`src/rtl/pipe_stage_reg_pkg.sv`:
```
// Shared pipeline-stage definitions: default widths, MEM/WB field layout and control split.
package pipe_pkg;

   localparam int PIPE_DATA_W  = 32;
   localparam int PIPE_NFIELDS = 5;
   localparam int WB_W         = 6;
   localparam int RCT_W        = 3;
   localparam int MEMWB_CTRL_W = WB_W + RCT_W;

   localparam int F_PC4     = 0;
   localparam int F_MEMDATA = 1;
   localparam int F_RES     = 2;
   localparam int F_INST    = 3;
   localparam int F_HILO    = 4;

   // Member order is MSB first, so pc4 lands in field 0 of the flat payload.
   typedef struct packed {
      logic [PIPE_DATA_W-1:0] hilo;
      logic [PIPE_DATA_W-1:0] inst;
      logic [PIPE_DATA_W-1:0] res;
      logic [PIPE_DATA_W-1:0] mem_data;
      logic [PIPE_DATA_W-1:0] pc4;
   } memwb_payload_t;

   function automatic logic [PIPE_DATA_W-1:0] get_field(
      input logic [PIPE_NFIELDS*PIPE_DATA_W-1:0] payload,
      input int                                  idx
   );
      return payload[idx*PIPE_DATA_W +: PIPE_DATA_W];
   endfunction

endpackage

```
`src/rtl/pipe_stage_reg_if.sv`:
```
// One valid/ready beat channel (payload + control) between pipeline stages.
interface pipe_stage_reg_if #(
   parameter int DATA_W  = 32,
   parameter int NFIELDS = 5,
   parameter int CTRL_W  = 9
);

   logic                      valid;
   logic                      ready;
   logic [NFIELDS*DATA_W-1:0] data;
   logic [CTRL_W-1:0]         ctrl;

   modport master (output valid, output data, output ctrl, input ready);
   modport slave  (input valid, input data, input ctrl, output ready);

endinterface

```
`src/rtl/pipe_stage_reg_entry.sv`:
```
// pipe_stage_entry: one valid + payload + control register with load, drop and clear.
module pipe_stage_entry #(
   parameter int PW           = 160,
   parameter int CTRL_W       = 9,
   parameter bit CLR_ON_FLUSH = 1'b1
) (
   input  logic              clk,
   input  logic              rst,
   input  logic              clear,
   input  logic              load,
   input  logic              drop,
   input  logic [PW-1:0]     load_data,
   input  logic [CTRL_W-1:0] load_ctrl,
   output logic              valid,
   output logic [PW-1:0]     data,
   output logic [CTRL_W-1:0] ctrl
);

   logic              valid_d, valid_q;
   logic [PW-1:0]     data_d, data_q;
   logic [CTRL_W-1:0] ctrl_d, ctrl_q;

   // Control is zeroed whenever the entry goes empty; payload is only zeroed by clear.
   always_comb begin
      valid_d = valid_q;
      data_d  = data_q;
      ctrl_d  = ctrl_q;
      if (clear) begin
         valid_d = 1'b0;
         ctrl_d  = '0;
         if (CLR_ON_FLUSH) begin
            data_d = '0;
         end
      end else if (load) begin
         valid_d = 1'b1;
         data_d  = load_data;
         ctrl_d  = load_ctrl;
      end else if (drop) begin
         valid_d = 1'b0;
         ctrl_d  = '0;
      end
   end

   always_ff @(posedge clk) begin
      if (rst) begin
         valid_q <= 1'b0;
         data_q  <= '0;
         ctrl_q  <= '0;
      end else begin
         valid_q <= valid_d;
         data_q  <= data_d;
         ctrl_q  <= ctrl_d;
      end
   end

   assign valid = valid_q;
   assign data  = data_q;
   assign ctrl  = ctrl_q;

endmodule

```
`src/rtl/pipe_stage_reg.sv`:
```
// pipe_stage_reg: valid/ready pipeline register with optional skid entry and sync flush.
// Define PIPE_STAGE_STATS_EN to add the stall_cnt/bubble_cnt counter outputs.
module pipe_stage_reg
   import pipe_pkg::*;
#(
   parameter int DATA_W       = PIPE_DATA_W,
   parameter int NFIELDS      = PIPE_NFIELDS,
   parameter int CTRL_W       = MEMWB_CTRL_W,
   parameter bit SKID         = 1'b1,
   parameter bit CLR_ON_FLUSH = 1'b1
) (
   input  logic             clk,
   input  logic             rst,
   input  logic             flush,
   pipe_stage_reg_if.slave  in_if,
   pipe_stage_reg_if.master out_if
`ifdef PIPE_STAGE_STATS_EN
   ,
   output logic [31:0]      stall_cnt,
   output logic [31:0]      bubble_cnt
`endif
);

   localparam int PW = NFIELDS * DATA_W;

   logic              main_valid, skid_valid;
   logic [PW-1:0]     main_data, skid_data, main_src_data;
   logic [CTRL_W-1:0] main_ctrl, skid_ctrl, main_src_ctrl;
   logic              accept, main_load, main_drop, skid_load, skid_drop;

   // With a skid entry in_ready is purely registered; without it, it looks through out_ready.
   assign in_if.ready = SKID ? (~skid_valid & ~rst)
                             : ((~main_valid | out_if.ready) & ~rst);
   assign accept      = in_if.valid & in_if.ready;

   always_comb begin
      main_load     = 1'b0;
      main_drop     = 1'b0;
      skid_load     = 1'b0;
      skid_drop     = 1'b0;
      main_src_data = skid_valid ? skid_data : in_if.data;
      main_src_ctrl = skid_valid ? skid_ctrl : in_if.ctrl;
      if (~main_valid | out_if.ready) begin
         if (skid_valid) begin
            main_load = 1'b1;
            skid_drop = 1'b1;
         end else if (accept) begin
            main_load = 1'b1;
         end else if (main_valid) begin
            main_drop = 1'b1;
         end
      end else if (accept) begin
         skid_load = 1'b1;
      end
   end

   pipe_stage_entry #(
      .PW(PW), .CTRL_W(CTRL_W), .CLR_ON_FLUSH(CLR_ON_FLUSH)
   ) u_main (
      .clk(clk), .rst(rst), .clear(flush),
      .load(main_load), .drop(main_drop),
      .load_data(main_src_data), .load_ctrl(main_src_ctrl),
      .valid(main_valid), .data(main_data), .ctrl(main_ctrl)
   );

   generate
      if (SKID) begin : g_skid
         pipe_stage_entry #(
            .PW(PW), .CTRL_W(CTRL_W), .CLR_ON_FLUSH(CLR_ON_FLUSH)
         ) u_skid (
            .clk(clk), .rst(rst), .clear(flush),
            .load(skid_load), .drop(skid_drop),
            .load_data(in_if.data), .load_ctrl(in_if.ctrl),
            .valid(skid_valid), .data(skid_data), .ctrl(skid_ctrl)
         );
      end else begin : g_no_skid
         logic unused_skid;
         assign skid_valid  = 1'b0;
         assign skid_data   = '0;
         assign skid_ctrl   = '0;
         assign unused_skid = skid_load | skid_drop;
      end
   endgenerate

   assign out_if.valid = main_valid;
   assign out_if.data  = main_data;
   assign out_if.ctrl  = main_ctrl;

`ifdef PIPE_STAGE_STATS_EN
   logic [31:0] stall_cnt_d, stall_cnt_q, bubble_cnt_d, bubble_cnt_q;

   // Both counters saturate and survive flush; only reset clears them.
   always_comb begin
      stall_cnt_d  = stall_cnt_q;
      bubble_cnt_d = bubble_cnt_q;
      if (main_valid & ~out_if.ready & (stall_cnt_q != 32'hFFFF_FFFF)) begin
         stall_cnt_d = stall_cnt_q + 32'd1;
      end
      if (~main_valid & ~flush & (bubble_cnt_q != 32'hFFFF_FFFF)) begin
         bubble_cnt_d = bubble_cnt_q + 32'd1;
      end
   end

   always_ff @(posedge clk) begin
      if (rst) begin
         stall_cnt_q  <= '0;
         bubble_cnt_q <= '0;
      end else begin
         stall_cnt_q  <= stall_cnt_d;
         bubble_cnt_q <= bubble_cnt_d;
      end
   end

   assign stall_cnt  = stall_cnt_q;
   assign bubble_cnt = bubble_cnt_q;
`endif

endmodule
```
`src/flat_wrapper.sv`:
```
// flat-port wrapper written by rule: the top's interface ports become plain ports
module pipe_stage_reg_flat import pipe_pkg::*;
#(
   parameter int DATA_W       = PIPE_DATA_W,
   parameter int NFIELDS      = PIPE_NFIELDS,
   parameter int CTRL_W       = MEMWB_CTRL_W,
   parameter bit SKID         = 1'b1,
   parameter bit CLR_ON_FLUSH = 1'b1
)
  (clk, rst, flush, in_if_valid, in_if_data, in_if_ctrl, in_if_ready, out_if_valid, out_if_data, out_if_ctrl, out_if_ready);
  pipe_stage_reg_if #(.DATA_W(DATA_W), .NFIELDS(NFIELDS), .CTRL_W(CTRL_W)) in_if_i ();
  pipe_stage_reg_if #(.DATA_W(DATA_W), .NFIELDS(NFIELDS), .CTRL_W(CTRL_W)) out_if_i ();
  input  logic clk;
  input  logic rst;
  input  logic flush;
  input wire logic [$bits(in_if_i.valid)-1:0] in_if_valid;
  input wire logic [$bits(in_if_i.data)-1:0] in_if_data;
  input wire logic [$bits(in_if_i.ctrl)-1:0] in_if_ctrl;
  output wire logic [$bits(in_if_i.ready)-1:0] in_if_ready;
  output wire logic [$bits(out_if_i.valid)-1:0] out_if_valid;
  output wire logic [$bits(out_if_i.data)-1:0] out_if_data;
  output wire logic [$bits(out_if_i.ctrl)-1:0] out_if_ctrl;
  input wire logic [$bits(out_if_i.ready)-1:0] out_if_ready;
  assign in_if_i.valid = in_if_valid;
  assign in_if_i.data = in_if_data;
  assign in_if_i.ctrl = in_if_ctrl;
  assign in_if_ready = in_if_i.ready;
  assign out_if_valid = out_if_i.valid;
  assign out_if_data = out_if_i.data;
  assign out_if_ctrl = out_if_i.ctrl;
  assign out_if_i.ready = out_if_ready;
  pipe_stage_reg #(.DATA_W(DATA_W), .NFIELDS(NFIELDS), .CTRL_W(CTRL_W), .SKID(SKID), .CLR_ON_FLUSH(CLR_ON_FLUSH)) u_core (.clk(clk), .rst(rst), .flush(flush), .in_if(in_if_i), .out_if(out_if_i));
endmodule
```
`config.mk`:
```
export PLATFORM = sky130hd
export DESIGN_NAME = pipe_stage_reg_flat
export DESIGN_NICKNAME = d
export VERILOG_FILES = /design/src/rtl/pipe_stage_reg_pkg.sv /design/src/rtl/pipe_stage_reg_if.sv /design/src/rtl/pipe_stage_reg_entry.sv /design/src/rtl/pipe_stage_reg.sv /design/src/flat_wrapper.sv
export SDC_FILE = /design/constraint.sdc
export NUM_CORES = 1
export LEC_CHECK = 0
export ABC_AREA = 1
export BUFFER_PORTS_ARGS = -buffer_cell sky130_fd_sc_hd__buf_2
export CAP_MARGIN = 20
export CORE_MARGIN = 8
export CORE_UTILIZATION = 45
export CTS_CLUSTER_DIAMETER = 80
export CTS_CLUSTER_SIZE = 24
export DETAILED_ROUTE_END_ITERATION = 10
export PLACE_DENSITY = 0.71
export SLEW_MARGIN = 15
export SYNTH_ARGS = -nofsm -noshare
export SYNTH_HDL_FRONTEND = slang
export SYNTH_SLANG_ARGS = --single-unit
```
`constraint.sdc`:
```
create_clock -name clk -period 2.86 [get_ports clk]
set_input_delay 0.429 -clock clk [delete_from_list [all_inputs] [get_ports clk]]
set_output_delay 0.429 -clock clk [all_outputs]
set_load 0.03 [all_outputs]
```
## Word-level counts from Yosys, hierarchy flattened

Index checks and enable logic that the tools add are counted.

| word-level totals | value |
|---|---|
| register bits after elaboration | 340 |
| input port bits | 174 |
| output and inout port bits | 171 |
| logic and storage cells | 35 |

| operators by class | value |
|---|---|
| mux-type cells | 20 |
| bitwise gates (word level) | 6 |
| reductions and logical operators | 3 |

Operator list:

| operator | count |
|---|---|
| 160-bit 2-to-1 mux | 1 |
| 9-bit 2-to-1 mux | 5 |
| 1-bit 2-to-1 mux | 14 |
| 2-bit nonzero test | 2 |
| 1-bit NOT | 3 |
| 1-bit AND | 2 |
| 2-bit OR reduction | 1 |
| 1-bit OR | 1 |

## Logic depth before layout (Yosys ltp)

Gate-level depths: netlist (run 1).

| depth | value |
|---|---|
| depth in word-level cells | 8 |
| gate-level depth with buffers | 8 |
| gate-level depth less buffers | 6 |

## Hierarchy

From an unflattened synthesis (run 1), not the netlist that was laid out.

| unflattened totals | value |
|---|---|
| cell total of the unflattened synthesis | 2,033 |
| area, all modules | 14,711.6 µm² |

Modules (own cells, without submodules):

| module | times used | cells an instance | area an instance (µm²) | sequential area each (µm²) |
|---|---|---|---|---|
| pipe_stage_entry | 2 | 737 | 6,247.2 | 3,403.3 |
| pipe_stage_reg | 1 | 559 | 2,217.1 | 0.0 |

## Worst setup path before layout (run 1)

OpenSTA, ideal clock, no wires.

| path | value |
|---|---|
| path type | input to register |
| start point | input port rst |
| end point | register u_core.g_skid.u_skid.data_q[109], in the netlist u_core.g_skid.u_skid.data[109] |
| setup time | 0.116 ns |
| data arrival time | 1.481 ns |
| required time | 2.744 ns |
| slack | 1.263 ns |
| stages | 6 |
| path buffers | 2 |
| cells stage by stage | nor2_2 > nand3_2 > buf_4 > clkbuf_1 > o21ai_0 > nor2_1 |

| between the ends | value |
|---|---|
| word-level cells in the longest chain between the ends | 5 |
| elaborated cells between the ends (all ways) | 6 |
| classes of those cells | mux (2); bitwise (3); reduce/logical (1) |

Ends and longest elaborated chain:

| element | line | text |
|---|---|---|
| start, declared | flat_wrapper.sv:14 | `input logic rst;` |
| 1-bit NOT | pipe_stage_reg.sv:32 | `assign in_if.ready = SKID ? (~skid_valid & ~rst)` |
| 1-bit AND | pipe_stage_reg.sv:32 |  |
| 1-bit AND | pipe_stage_reg.sv:34 | `assign accept = in_if.valid & in_if.ready;` |
| 1-bit 2-to-1 mux | pipe_stage_reg.sv:52 | `end else if (accept) begin` |
| 1-bit 2-to-1 mux | pipe_stage_reg.sv:43 | `if (~main_valid \| out_if.ready) begin` |
| end signal, assigned | pipe_stage_reg_entry.sv:51 | `data_q <= data_d;` |
| end, declared | pipe_stage_reg_entry.sv:20 | `logic [PW-1:0] data_d, data_q;` |

Parallel ways exist; a longest one is shown, timed or not.
A chain may end at the register's enable or synchronous reset.

## Worst setup path after layout (run 1)

| path | value |
|---|---|
| start point | register u_core.g_skid.u_skid.valid_q, in the netlist u_core.g_skid.u_skid.valid |
| end point | register u_core.g_skid.u_skid.ctrl_q[0], in the netlist u_core.g_skid.u_skid.ctrl[0] |

| between the ends | value |
|---|---|
| word-level cells in the longest chain between the ends | 6 |
| elaborated cells between the ends (all ways) | 9 |
| classes of those cells | mux (5); bitwise (3); reduce/logical (1) |

Ends and longest elaborated chain:

| element | line | text |
|---|---|---|
| start, declared | pipe_stage_reg_entry.sv:19 | `logic valid_d, valid_q;` |
| start signal, assigned | pipe_stage_reg_entry.sv:50 | `valid_q <= valid_d;` |
| 1-bit NOT | pipe_stage_reg.sv:32 |  |
| 1-bit AND | pipe_stage_reg.sv:32 |  |
| 1-bit AND | pipe_stage_reg.sv:34 |  |
| 1-bit 2-to-1 mux | pipe_stage_reg.sv:52 |  |
| 1-bit 2-to-1 mux | pipe_stage_reg.sv:43 |  |
| 9-bit 2-to-1 mux or 2-bit nonzero test (tied branches) | -- |  |
| end signal, assigned | pipe_stage_reg_entry.sv:52 | `ctrl_q <= ctrl_d;` |
| end, declared | pipe_stage_reg_entry.sv:21 | `logic [CTRL_W-1:0] ctrl_d, ctrl_q;` |

Parallel ways exist; a longest one is shown, timed or not.

==> reports/results.tsv, run 1 <==
metric	value	unit
dpl ws	0.8142	ns
Multi-input gate area	6257	um^2
period utilization	63.54	%
Arr. time, crit path	2.18	ns
Final Max Slew Viols	0	
ratio of cells with drive above 1 in the final layout	17.41	%
Final Hold Fails	0	
setup ws final	1.043	ns
asr flop ratio synth	0	%
register area share after synthesis	49.46	%
count of cell types in the netlist	21	
Synthesized Nets	2200	
Area contributors post-synth	dfxtp_1 49%, nor2_1 17%, nand2_1 14%	
sequential share of power	56.0	%
buffer count from post-CTS setup fixing	0	
CTS H-tree lvls	1	
DRC errors left	0	
CP Class	reg2reg	
worst-margin pin slew	0.8741	ns
Setup Skew	0.02273	ns
combinational fraction of design power	10.9	%
outcome	complete, no violations	
count leader, synth	nor2_1	
nets	2432	
Register Area	6810	um^2
Synth-to-Final Area Change	17.10	%
Hold Crit Class	in2reg	
pin count of the biggest net entering global routing	171	
Seq cells post-synth	340	
PwrDens	539.3	nW/um^2
Clk pwr share	33.1	%
top-area cell type share of the netlist area	49.46	%
EDFF count, synth	0	
PostCTS Resize Cnt	0	
first-pass GRT wire length	63330	um
Synth Area per Inst	6.792	um^2
RSZ-0062 raised after global routing	false	
Worst setup SP type	register	
most common library cells after synthesis	640 x nor2_1, 527 x nand2_1, 340 x dfxtp_1	
Synth Warn #	0	
routability congestion estimate	0.8105	
number of port buffers	344	
Worst Path Required	3.23	ns
Routed WL per cell	14.95	um
via count	13210	
Worst VDD drop	0.0004332	V
Starting Density	45.34	%
final WL	39890	um
GRT Total Usage	20.81	%
Mapped Cells	2026	
Top Ports	345	
clk_lat worst skew	0.51	ns
post-layout util	53.10	%
row cnt	64	
Net Switching	2.287	mW
Pre-antenna DRT Iters	5	
Pint	6.403	mW
Post-Synthesis Cell Area	13760	um^2
clk slew on worst S/H paths	0.09	ns
Achievable Freq	550.3	MHz
1st-iter DRT viols	995	
total CTS buffers	19	
CTS hold repair buffers	0	
Die W	190.9	um
CP endpoint kind	register	
Die Ht	190.9	um
crit-path max FO	170	
TritonCTS clock tree	done	
reported max-cap violation count	0	
# setup viols final	0	
number of global-route vias before repair	12110	
CTS Root Cell	clkbuf_16	
Core Area	30350	um^2
Post-DP Area	15540	um^2
final instance area	16110	um^2
Lkg Pwr	7.176	nW
initial antenna violation count	12	
clock buffer depth	3	
total negative slack	0	ns
vias per inst	4.951	
fillers	3061	
GRT overflow	0	
sw frac	26.32	%
fin crit period	1.817	ns
Synth area leader	dfxtp_1	
Detail Route Antenna Nets	0	
Slew Limit Headroom	41.73	%
Main synth FF type	dfxtp_1	
die area	36430	um^2
CTS sink cnt	340	
Post-DP HPWL	24740	um
[flip-flops by register name, indices dropped and copies added (netlist names)]
signal and count:
u_core.u_main.valid 1, u_core.u_main.data 160, u_core.g_skid.u_skid.ctrl 9, u_core.u_main.ctrl 9, u_core.g_skid.u_skid.data 160, u_core.g_skid.u_skid.valid 1
[final cells by class]
class	instances	area share, %
multi-input combinational	1533	38.83
clock inverter	5	0.3261
tap	396	3.075
antenna	10	0.1553
clock buffer	21	3.059
timing repair buffer	357	12.07
inverter	7	0.2252
sequential	340	42.26
[metrics by stage]
stage	power [mW]	hold slack, ns	std cells
6_report	8.690	0.1600	2669
5_1_grt	9.068	0.1580	2668
4_1_cts	8.795	0.1328	2659
3_5_place_dp	5.925	0.4644	2633
3_3_place_gp	5.911	0.4563	2633
2_1_floorplan	5.565	0.4549	2026
[power by group through the flow]
stage | sequential (mW) | clock, mW | combinational (mW)
3_3_place_gp | 4.98 | 0 | 0.934
6_report | 4.87 | 2.88 | 0.945
4_1_cts | 4.87 | 2.98 | 0.948
2_1_floorplan | 5.13 | 0 | 0.432
3_5_place_dp | 4.98 | 0 | 0.945
5_1_grt | 4.88 | 3.13 | 1.06
[cells in the final DEF, fill, tap and decap left out, types with 18 or more instances in the layout]
master,count
dfxtp_1,339
nor2_1,640
clkbuf_16,19
o21ai_0,269
buf_2,344
nand3_1,18
o21ai_1,51
a21oi_1,19
nand2_1,527
[final timing paths]
path                                                end  cells past startpoint                               startpoint  slack (ns)
min reg2reg         u_core.u_main.data[93]$_SDFFE_PP0P_                      2      u_core.u_main.data[93]$_SDFFE_PP0P_        0.48
max reg2reg   u_core.g_skid.u_skid.ctrl[0]$_SDFFE_PP0P_                      4  u_core.g_skid.u_skid.valid$_SDFFE_PP0P_        1.04
min          u_core.g_skid.u_skid.data[79]$_SDFFE_PP0P_                      3                           in_if_data[79]        0.16
max           u_core.g_skid.u_skid.ctrl[0]$_SDFFE_PP0P_                      4  u_core.g_skid.u_skid.valid$_SDFFE_PP0P_        1.04
[routing by layer]
layer,global-route usage [%],up-vias,wire [um]
met2,34.29,360,18360
met1,26.64,5991,17370
met5,0,-,30
li1,-,6800,-
met4,6.444,6,839
met3,4.828,56,3296
[critical path, stage by stage (launching register included)]
cell     delay [ns]
dfxtp_4        0.42
buf_12         0.58
nand2_1        0.41
nand3_1        0.19
a21oi_1        0.07
[cells by family (layout without fill, tap and decap cells)]
| kind of cell | count (synthesis) | in the layout | synth area share (%) |
|---|---|---|---|
| AO/OA/AOI/OAI | 341 | 341 | 12.45 |
| buffers and inverters | 153 | 390 | 5.192 |
| flip-flops | 340 | 340 | 49.46 |
| other | 0 | 10 | 0 |
| AND/OR/NAND/NOR | 1192 | 1192 | 32.90 |
Power figures use the tool's default switching activity.
==> inputs of run 2 (changes only) <==
--- a/config.mk
+++ b/config.mk
@@ -13,7 +13,7 @@
 export CTS_CLUSTER_DIAMETER = 80
 export CTS_CLUSTER_SIZE = 24
 export DETAILED_ROUTE_END_ITERATION = 10
-export PLACE_DENSITY = 0.71
+export PLACE_DENSITY = 0.74
 export SLEW_MARGIN = 15
 export SYNTH_ARGS = -nofsm -noshare
 export SYNTH_HDL_FRONTEND = slang
==> constraint.sdc (replaced) <==
create_clock -name clk -period 1.52 [get_ports clk]
set_input_delay 0.228 -clock clk [delete_from_list [all_inputs] [get_ports clk]]
set_output_delay 0.228 -clock clk [all_outputs]
set_load 0.03 [all_outputs]
==> run 2 against run 1 <==
Flip-flop and latch count unchanged. Critical endpoint is now u_core.g_skid.u_skid.ctrl[1]$_SDFFE_PP0P_. Utilization up 8.6 points. Register-to-register slack worse by 1.0 ns. Worst hold slack worse by 0.15 ns. Sequential share of layout area down 5.9 points. First-iteration DRC count down 3.1%. Worst setup slack worse by 1.0 ns. Combinational power rose to 2.5 times the previous value. Cell area up 16%. Largest power group unchanged. Cell count up 8.4%. Critical path type unchanged. Die area unchanged. Largest cell class unchanged.
==> reports/results.tsv, run 2 (synthesis results as in run 1) <==
metric	value	unit
outcome	complete, no violations	
CP top delay family	buffers and inverters	
row cnt	64	
TritonCTS clock tree	done	
reported max-cap violation count	0	
Final Max Slew Viols	0	
clk_lat worst skew	0.52	ns
most frequent cells in the layout	640 x nor2_1, 526 x nand2_1, 343 x buf_2	
Worst setup SP type	register	
Core Area	30350	um^2
GRT Total Usage	22.59	%
PwrDens	905.9	nW/um^2
routability congestion estimate	0.8224	
Routed WL per cell	16.05	um
die area	36430	um^2
commonest non-fill, non-tap cell in the layout	nor2_1	
first-pass GRT wire length	69390	um
1st-iter DRT viols	964	
pin count of the biggest net entering global routing	119	
DRC errors left	0	
CP Cell Sequence	inv_2, nor2_4, nand3_4, buf_4, clkinv_8, clkbuf_4, nand2_1, a21oi_1	
number of port buffers	344	
Crit path buffers/inverters	4	
WHS	0.006311	ns
CP endpoint kind	register	
reg2reg path depth	8	
Top Ports	345	
total negative slack	0	ns
Achievable Freq	666.6	MHz
Hold Crit Class	in2reg	
clock buffer depth	3	
Post-DP HPWL	27850	um
CTS Root Cell	clkbuf_16	
fillers	2603	
Die W	190.9	um
crit-path max FO	11	
CP Class	reg2reg	
CTS sink cnt	340	
final WL	46460	um
Arr. time, crit path	1.95	ns
Lkg Pwr	8.354	nW
GRT overflow	0	
Die Ht	190.9	um
Pre-antenna DRT Iters	5	
Placed Cells	2672	
vias per inst	5.119	
# setup viols final	0	
Final Hold Fails	0	
Slew Limit Headroom	59.20	%
ratio of cells with drive above 1 in the final layout	18.51	%
Synth-to-Final Area Change	36.09	%
Worst VDD drop	0.0007931	V
Critical Path Slowest Stage Cell	dfxtp_2	
final std cells w/o fill	2894	
total CTS buffers	19	
nets	2656	
Critical Path Max Stage Delay	0.37	ns
Crit. path cell count	8	
Starting Density	45.34	%
via count	14820	
period utilization	98.70	%
number of global-route vias before repair	13890	
fin crit period	1.500	ns
Setup Skew	0.01024	ns
Hold Crit Depth	3	
Detail Route Antenna Nets	0	
initial antenna violation count	11	
worst-margin pin slew	0.6114	ns
clk slew on worst S/H paths	0.10	ns
Worst Path Required	1.97	ns
CTS H-tree lvls	1	
[run 2: cell types whose count changed in the layout (fill, tap and decap cells not counted), sizes merged]
cell / delta
diode: -2
dlygate4sd3: +161
clkbuf: +12
clkinv: +1
buf: +52
clkinvlp: +1
[run 2: per-stage QoR]
step,utilization (%),setup WS [ns],instance area [um^2],power [mW]
2_1_floorplan,-,0.02109,13760,10.47
3_3_place_gp,52.93,0.04270,16060,11.24
3_5_place_dp,52.93,-0.002339,16060,11.27
4_1_cts,60.09,0.01844,18240,16.97
5_1_grt,61.69,-0.05396,18720,17.62
6_report,61.70,0.01982,18730,16.97
[run 2: where the power goes]
group          switching (mW)  internal [mW]  leakage [nW]
registers              0.0939           9.07          2.75
logic                    1.35           1.02          5.33
clock network            3.06           2.37         0.269
total                    4.50           12.5          8.35
[run 2: routing by layer]
layer	GRT usage (%)	wire (um)	up-vias
li1	-	-	7267
met1	27.29	18540	6729
met2	37.32	21650	658
met3	5.304	4184	155
met4	11.04	2042	6
met5	0	35	-
[run 2: layout make-up]
cell class	instances	area (um^2)	share of cell area, %
inverters	7	46.29	0.2472
diodes	8	20.02	0.1069
multi-input cells	1533	6285	33.56
clock inverters	7	63.81	0.3407
well taps	396	495.5	2.646
flip-flops and latches	340	6812	36.37
clock buffers	22	486.7	2.599
repair buffers	581	4518	24.13
[run 2: final timing paths]
| check | startpoint | end | slack, ns |
|---|---|---|---|
| max | u_core.u_main.valid$_SDFFE_PP0P_ | u_core.g_skid.u_skid.ctrl[1]$_SDFFE_PP0P_ | 0.02 |
| min reg2reg | u_core.u_main.data[95]$_SDFFE_PP0P_ | u_core.u_main.data[95]$_SDFFE_PP0P_ | 0.48 |
| max reg2reg | u_core.u_main.valid$_SDFFE_PP0P_ | u_core.g_skid.u_skid.ctrl[1]$_SDFFE_PP0P_ | 0.02 |
| min | in_if_data[44] | u_core.g_skid.u_skid.data[44]$_SDFFE_PP0P_ | 0.006 |
[run 2: what timing repair did]
item | in CTS | in global routing
pin swaps | 0 | 4
setup endpoints to repair | 1 | 244
setup buffers | 0 | 13
hold buffers | 161 | 0
hold endpoints to repair | 161 | 0
gates resized for setup | 3 | 41
gates cloned | 0 | 11
[run 2: worst min-delay path: stages]
cell,delay (ns)
buf_2,0.11
o21ai_1,0.07
nor2_1,0.08
==> inputs of run 3 (changes only) <==
--- a/config.mk
+++ b/config.mk
@@ -13,8 +13,9 @@
 export CTS_CLUSTER_DIAMETER = 80
 export CTS_CLUSTER_SIZE = 24
 export DETAILED_ROUTE_END_ITERATION = 10
-export PLACE_DENSITY = 0.74
+export PLACE_DENSITY = 0.71
 export SLEW_MARGIN = 15
 export SYNTH_ARGS = -nofsm -noshare
 export SYNTH_HDL_FRONTEND = slang
 export SYNTH_SLANG_ARGS = --single-unit
+export TNS_END_PERCENT = 50
==> constraint.sdc (replaced) <==
create_clock -name clk -period 1.7 [get_ports clk]
set_input_delay 0.255 -clock clk [delete_from_list [all_inputs] [get_ports clk]]
set_output_delay 0.255 -clock clk [all_outputs]
set_load 0.03 [all_outputs]
==> run 3 against run 2 <==
First-iteration DRC count shrank 9.6%. Register-to-register slack better by 0.16 ns. Wire length down 10%. Utilization shrank 4.2 points. Worst setup slack gained 0.13 ns. Worst hold slack better by 0.013 ns. Clock-buffer cell count decreased by 2. Die area stayed put. Sequential power down 11%. Combinational power is 22% lower. Clock skew rose by 0.0071 ns. Clock power shrank 15%. Critical endpoint is now in_if_ready.
==> reports/results.tsv, run 3 (synthesis results as in run 1) <==
metric	value	unit
final std cells w/o fill	2789	
clock buffer depth	3	
Die W	190.9	um
pin count of the biggest net entering global routing	92	
1st-iter DRT viols	871	
CP Class	reg2out	
Hold EP	u_core.g_skid.u_skid.data[56]$_SDFFE_PP0P_	
via count	13830	
Worst Path Required	1.44	ns
Routed WL per cell	14.96	um
reported max-cap violation count	0	
first-pass GRT wire length	67170	um
RR Endpoint	u_core.g_skid.u_skid.ctrl[6]$_SDFFE_PP0P_	
Detail Route Antenna Nets	0	
Hold Crit Depth	3	
r2r startpoint	u_core.g_skid.u_skid.valid$_SDFFE_PP0P_	
Final Max Slew Viols	0	
Top Ports	345	
Design Power	14.69	mW
WHS	0.01896	ns
GRT Total Usage	22.06	%
# setup viols final	0	
number of global-route vias before repair	12990	
Achievable Freq	644.5	MHz
hold path start	in_if_data[56]	
Lkg Pwr	7.760	nW
GRT overflow	0	
Pre-antenna DRT Iters	6	
reg2reg path depth	5	
outcome	complete, no violations	
r2r setup slk	0.18	ns
CTS Root Cell	clkbuf_16	
commonest non-fill, non-tap cell in the layout	nor2_1	
dpl ws	-0.05883	ns
total negative slack	0	ns
fin crit period	1.552	ns
Slew Limit Headroom	55.60	%
routability congestion estimate	0.8205	
Setup Skew	0.01730	ns
worst-margin pin slew	0.6660	ns
Starting Density	45.34	%
Final Hold Fails	0	
Core Area	30350	um^2
post-layout util	57.49	%
clk slew on worst S/H paths	0.09	ns
RSZ-0062 raised after global routing	false	
final WL	41720	um
total CTS buffers	18	
Worst setup SP type	register	
Hold Crit Class	in2reg	
ratio of cells with drive above 1 in the final layout	17.41	%
final instance area	17450	um^2
number of port buffers	344	
PwrDens	842.1	nW/um^2
TritonCTS clock tree	done	
crit-path max FO	5	
Worst VDD drop	0.0006902	V
DRC errors left	0	
nets	2555	
CP endpoint kind	primary output	
Synth-to-Final Area Change	26.79	%
most frequent cells in the layout	640 x nor2_1, 527 x nand2_1, 344 x buf_2	
period utilization	91.27	%
CTS sink cnt	340	
vias per inst	4.957	
setup ws final	0.1484	ns
die area	36430	um^2
clk_lat worst skew	0.51	ns
Die Ht	190.9	um
Post-DP Area	15910	um^2
Post-DP HPWL	27220	um
row cnt	64	
CTS H-tree lvls	1	
Arr. time, crit path	1.30	ns
initial antenna violation count	9	
Placed Cells	2657	
run 3: cell count changes in the layout (fill, tap and decap cells not counted), sizes merged:
cell / delta
buf: -28
clkinv: -1
dlygate4sd3: -61
inv: -2
clkbuf: -13
diode: +1
clkinvlp: -1
run 3: per-layer routing:
layer	track usage, %	part of all wire (%)
met2	36.35	47
met4	7.906	3.3
met3	4.389	8.2
met5	0	0
met1	28.29	42
run 3: layout make-up:
class | instances | area [um^2]
Fill cell | 2868 | 12900
Sequential cell | 340 | 6810
Multi-Input combinational cell | 1533 | 6257
Timing Repair Buffer | 481 | 3321
Tap cell | 396 | 495.5
Clock buffer | 20 | 479.2
Inverter | 7 | 36.28
Clock inverter | 3 | 25.02
Antenna cell | 9 | 22.52
run 3: worst max-delay path by stage:
stage | startpoint | end | cells past startpoint
2_1_floorplan | u_core.u_main.valid$_SDFFE_PP0P_ | u_core.g_skid.u_skid.data[109]$_SDFFE_PP0P_ | 7
5_1_grt | u_core.u_main.valid$_SDFFE_PP0P_ | u_core.g_skid.u_skid.data[155]$_SDFFE_PP0P_ | 6
3_5_place_dp | rst | u_core.g_skid.u_skid.ctrl[6]$_SDFFE_PP0P_ | 6
6_report | u_core.g_skid.u_skid.valid$_SDFFE_PP0P_ | in_if_ready | 2
3_3_place_gp | rst | u_core.g_skid.u_skid.ctrl[7]$_SDFFE_PP0P_ | 6
4_1_cts | u_core.u_main.valid$_SDFFE_PP0P_ | u_core.u_main.data[56]$_SDFFE_PP0P_ | 7
run 3: worst max-delay path, stage by stage, from the launching register on:
cell	delay (ns)
dfxtp_4	0.37
nor2_2	0.19
buf_2	0.23
run 3: timing repair:
action,CTS,global route
buffers inserted,0,0
hold buffers,99,1
endpoints found under the hold margin,99,1
setup endpoints to repair,1,20
resized for setup,1,1
run 3: where the power goes:
part | switching [mW] | internal (mW)
Combinational | 1.12 | 0.738
Clock | 2.59 | 2.05
Sequential | 0.0835 | 8.11
Total | 3.80 | 10.9
